<file path="config.mk">
export PLATFORM = sky130hd
export DESIGN_NAME = ifu
export DESIGN_NICKNAME = d
export VERILOG_FILES = /design/src/rtl/core_pkg.sv /design/src/rtl/ifu.sv
export SDC_FILE = /design/constraint.sdc
export NUM_CORES = 1
export LEC_CHECK = 0
export BUFFER_PORTS_ARGS = -buffer_cell sky130_fd_sc_hd__buf_4
export CAP_MARGIN = 20
export CORE_MARGIN = 4
export CORE_UTILIZATION = 47
export DETAILED_ROUTE_END_ITERATION = 6
export PLACE_DENSITY = 0.81
export SLEW_MARGIN = 20
export SYNTH_ARGS = -nofsm -noshare
export SYNTH_HDL_FRONTEND = slang
export SYNTH_SLANG_ARGS = --single-unit
</file>
<file path="constraint.sdc">
create_clock -name clk -period 2.55 [get_ports clk]
set_input_delay 0.51 -clock clk [delete_from_list [all_inputs] [get_ports clk]]
set_output_delay 0.51 -clock clk [all_outputs]
set_load 0.05 [all_outputs]
</file>
<file path="src/rtl/core_pkg.sv">
// Shared core definitions: IF-stage fetch states and default core parameters.
package core_pkg;

  typedef enum logic [1:0] {
    S_RESET = 2'd0,
    S_REQ   = 2'd1,
    S_RESP  = 2'd2,
    S_HOLD  = 2'd3
  } ifu_state_t;

  localparam int          XLEN_DEFAULT     = 32;
  localparam logic [31:0] PC_RESET_DEFAULT = 32'h0000_0000;

endpackage

</file>
<file path="src/rtl/ifu.sv">
// Instruction fetch unit: owns the PC, issues single-latency reads on the
// instruction bus and presents each fetched word (with its PC) to IF/ID.
module ifu
  import core_pkg::*;
#(
  parameter int              XLEN     = XLEN_DEFAULT,
  parameter logic [XLEN-1:0] PC_RESET = XLEN'(PC_RESET_DEFAULT)
) (
  input  logic            clk,
  input  logic            rst,
  input  logic            if_stall,
  input  logic            if_flush,
  input  logic            branch_take,
  input  logic [XLEN-1:0] branch_pc,
  input  logic            trap_take,
  input  logic [XLEN-1:0] trap_pc,
  output logic            ibus_read,
  output logic [XLEN-1:0] ibus_address,
  input  logic            ibus_waitrequest,
  input  logic [XLEN-1:0] ibus_readdata,
  output logic            if_valid,
  output logic [XLEN-1:0] if_instr,
  output logic [XLEN-1:0] if_pc
);

  ifu_state_t      r_state;
  ifu_state_t      w_state_nxt;
  logic [XLEN-1:0] r_pc;
  logic [XLEN-1:0] w_pc_nxt;
  logic [XLEN-1:0] r_hold;
  logic            w_hold_ld;
  logic [XLEN-1:0] w_target_raw;
  logic [XLEN-1:0] w_target;
  logic [XLEN-1:0] w_pc_inc;
  logic            w_branch_sel_unused;

  // branch_take only documents the source; the trap target wins whenever both are set.
  assign w_branch_sel_unused = branch_take;
  assign w_target_raw        = trap_take ? trap_pc : branch_pc;
  assign w_target            = w_target_raw & ~XLEN'(3);
  assign w_pc_inc            = r_pc + XLEN'(4);

  always_comb begin
    w_state_nxt = r_state;
    w_pc_nxt    = r_pc;
    w_hold_ld   = 1'b0;
    ibus_read   = 1'b0;
    if_valid    = 1'b0;
    case (r_state)
      S_RESET: begin
        w_state_nxt = S_REQ;
        if (if_flush) w_pc_nxt = w_target;
      end
      S_REQ: begin
        ibus_read = ~if_flush;
        if (if_flush) begin
          w_pc_nxt = w_target;
        end else if (!ibus_waitrequest) begin
          w_state_nxt = S_RESP;
        end
      end
      S_RESP: begin
        if (if_flush) begin
          w_pc_nxt    = w_target;
          w_state_nxt = S_REQ;
        end else begin
          if_valid = 1'b1;
          if (if_stall) begin
            w_hold_ld   = 1'b1;
            w_state_nxt = S_HOLD;
          end else begin
            w_pc_nxt    = w_pc_inc;
            w_state_nxt = S_REQ;
          end
        end
      end
      S_HOLD: begin
        if_valid = 1'b1;
        if (if_flush) begin
          w_pc_nxt    = w_target;
          w_state_nxt = S_REQ;
        end else if (!if_stall) begin
          w_pc_nxt    = w_pc_inc;
          w_state_nxt = S_REQ;
        end
      end
      default: w_state_nxt = S_RESET;
    endcase
    // A reset cycle drops any in-flight response and issues nothing new.
    if (rst) begin
      ibus_read = 1'b0;
      if_valid  = 1'b0;
    end
  end

  always_ff @(posedge clk) begin
    if (rst) begin
      r_state <= S_RESET;
      r_pc    <= PC_RESET;
      r_hold  <= '0;
    end else begin
      r_state <= w_state_nxt;
      r_pc    <= w_pc_nxt;
      if (w_hold_ld) r_hold <= ibus_readdata;
    end
  end

  assign ibus_address = r_pc;
  assign if_pc        = r_pc;
  assign if_instr     = (r_state == S_RESP) ? ibus_readdata : r_hold;

endmodule

</file>
==> summary.md <==
| Metric | Value |
|---|---|
| Total wire length | `12.9 mm` |
| CTS buffer count | `9` |
| # rows | `34` |
| Unrepaired setup endpoints after global routing | `no` |
| Final setup viols | `0` |
| Cell variety after synth | `47` |
| CP arrival | `1830 ps` |
| HP Class | `primary input to flop` |
| Hpwl dp | `9.43 mm` |
| DRT iter0 DRCs | `245` |
| Drt wl/cell | `16.0 um` |
| Fin util | `0.658` |
| Max VDD drop | `352 uV` |
| Clk buf depth | `2` |
| Most common cell after layout, fill and taps aside | `buf_4` |
| Core area | `8680 sq um` |
| Top FF cell, synth | `dfxtp_1` |
| Initial antenna violation count | `0` |
| H-Tree Level Count | `3` |
| CP Capture Type | `output port` |
| Pwr per Cell Area | `547 nW/um^2` |
| Leakage power total | `2.57 nW` |
| Buffers on Ports | `191` |
| Via count | `4508` |
| Ports | `201` |
| Startpoint Class | `flop` |
| First-pass GRT wire length | `20.3 mm` |
| Final ANT Viol Nets | `0` |
| Slew Limit Fails | `0` |
| CTS Hold Bufs | `0` |
| Cts repair resizes | `0` |
| Cells after Synth | `545` |
| Most frequent cells in the layout | `buf_4 (205), nand2_1 (92), a21oi_1 (64), dfxtp_1 (64), mux2_2 (37)` |
| Final RePlAce weighted congestion | `0.858` |
| Yosys top cell by area | `dfxtp_1` |
| Top cells by area, synth | `dfxtp_1 (31%), mux2_2 (10%), nand2_1 (8.2%), a21oi_1 (7.8%), mux2i_1 (6.9%)` |
| Final Hold Fails | `0` |
| Fin Clk Skew | `12.7 ps` |
| Crit path max fanout | `37` |
| CP Data Required Time | `2040 ps` |
| Status | `completed` |
| Ys async rst share | `0` |
| Final nets | `801` |
| Number of flops mapped to enable cells by yosys | `0` |
| Post-CTS repair timing setup buffer count | `0` |
| Syn avg cell area | `7.68 sq um` |
| Slew @ Worst Pin | `533 ps` |
| Clk sinks | `64` |
| Top cell type's share of synthesized area | `0.306` |
| Area grow syn2layout | `36.5%` |
| Die Area | `10500 sq um` |
| Synth Warn # | `0` |
| Max Cap Viol | `0` |
| Vias in the first global route | `4210` |
| GRT overflow | `0` |
| DRT Pass-1 Iters | `5` |
| Initial Util | `0.482` |
| Total GRT Usage | `0.241` |
| Vias per Instance | `5.60` |
| Clk root buf | `clkbuf_8` |
| Fmax | `427 MHz` |
| CTS tree | `built` |
| Clock Latency Late Sink | `340 ps` |
| Setup CP Type | `flop to output port` |
| Clock transition at path regs | `70 ps` |
| Rel. slew slack | `0.645` |
| # diodes | `0` |
| #FFs+latches synth | `64` |
| Width of the die | `102 um` |
| Tcrit/Tclk final | `0.918` |
| DRC viols | `0` |
| Layout cells sized above 1 | `0.387` |
| Period minus WS final | `2340 ps` |
| TNS Setup | `0 ps` |
| Pin count of the biggest net entering global routing | `38` |
| Post-synthesis sequential area ratio | `0.306` |
| Post-Syn Area | `4190 sq um` |
| Die span in y | `102 um` |
-- worst max-delay path, cell delays in order, from the launching register on --
cell and delay [ps]:
dfxtp_1 340, inv_1 100, ha_1 230, buf_12 240
mux2_2 370, buf_4 190
-- synth_stat cells, types with 4 or more instances --
cell type and instances:
a211oi_1 6, nand4_1 13, mux2i_1 29, clkbuf_1 25
nor4_1 4, nand3_1 19, dfxtp_1 64, o21ai_0 23
ha_1 5, nor3_1 17, nand2_1 92, buf_1 5
a31oi_1 6, mux2_2 37, buf_2 10, buf_4 34
inv_1 6, and3_1 7, a21oi_1 65, nor2_1 33
-- state kept, by name, indices dropped and copies added, names as in the netlist --
signal / flops
ibus_address: 30
r_hold: 32
r_state: 2
-- per-stage QoR --
stage / hold slack, ps / area (sq um) / setup WS (ps) / std cells / total power, mW
2_1_floorplan: 434 / 4200 / 173 / 548 / 1.96
3_3_place_gp: 439 / 5520 / 437 / 790 / 2.28
3_5_place_dp: 447 / 5520 / 350 / 790 / 2.30
4_1_cts: 406 / 5710 / 201 / 805 / 3.14
5_1_grt: 415 / 5710 / 124 / 805 / 3.26
6_report: 419 / 5710 / 210 / 805 / 3.12
-- layer usage --
layer	routed length [um]	vias up	track usage	share of wire
li1	-	2197	-	-
met1	5100	2094	0.304	0.40
met2	6490	186	0.408	0.50
met3	938	31	0.0369	0.073
met4	371	0	0.106	0.029
met5	0	-	0	0
-- report_power, final --
group	switching, mW	internal [mW]	leakage (nW)
clock	0.393	0.453	0.0975
combinational	0.726	0.397	1.95
sequential	0.0961	1.06	0.523
total	1.21	1.91	2.57
-- path summary, 6_finish.rpt --
path                      to  cells after the start         startpoint  slack (ps)
max             if_instr[28]                      5         r_state[0]         210
min               r_hold[16]                      3  ibus_readdata[16]         420
max reg2reg  ibus_address[4]                      8         r_state[0]         320
min reg2reg       r_hold[25]                      2         r_hold[25]         450
-- final cells by class --
type,count,area [sq um]
Tap cell,108,135
Multi-Input combinational cell,404,2480
Clock buffer,13,179
Timing Repair Buffer,208,1600
Fill cell,762,2970
Sequential cell,64,1280
Inverter,6,22.5
Clock inverter,2,12.5
-- cells by family (layout without fill, tap and decap cells) --
kind of cell / Yosys count / count (layout) / share of synthesized area
AO/OA/AOI/OAI: 125 / 125 / 0.173
adder cells (fa/ha/maj): 5 / 5 / 0.0149
buffers and inverters: 80 / 229 / 0.105
flip-flops: 64 / 64 / 0.306
multiplexers: 67 / 67 / 0.172
other: 1 / 4 / 0.000896
AND/OR/NAND/NOR: 203 / 203 / 0.228
(Power assumes the default switching activity.)
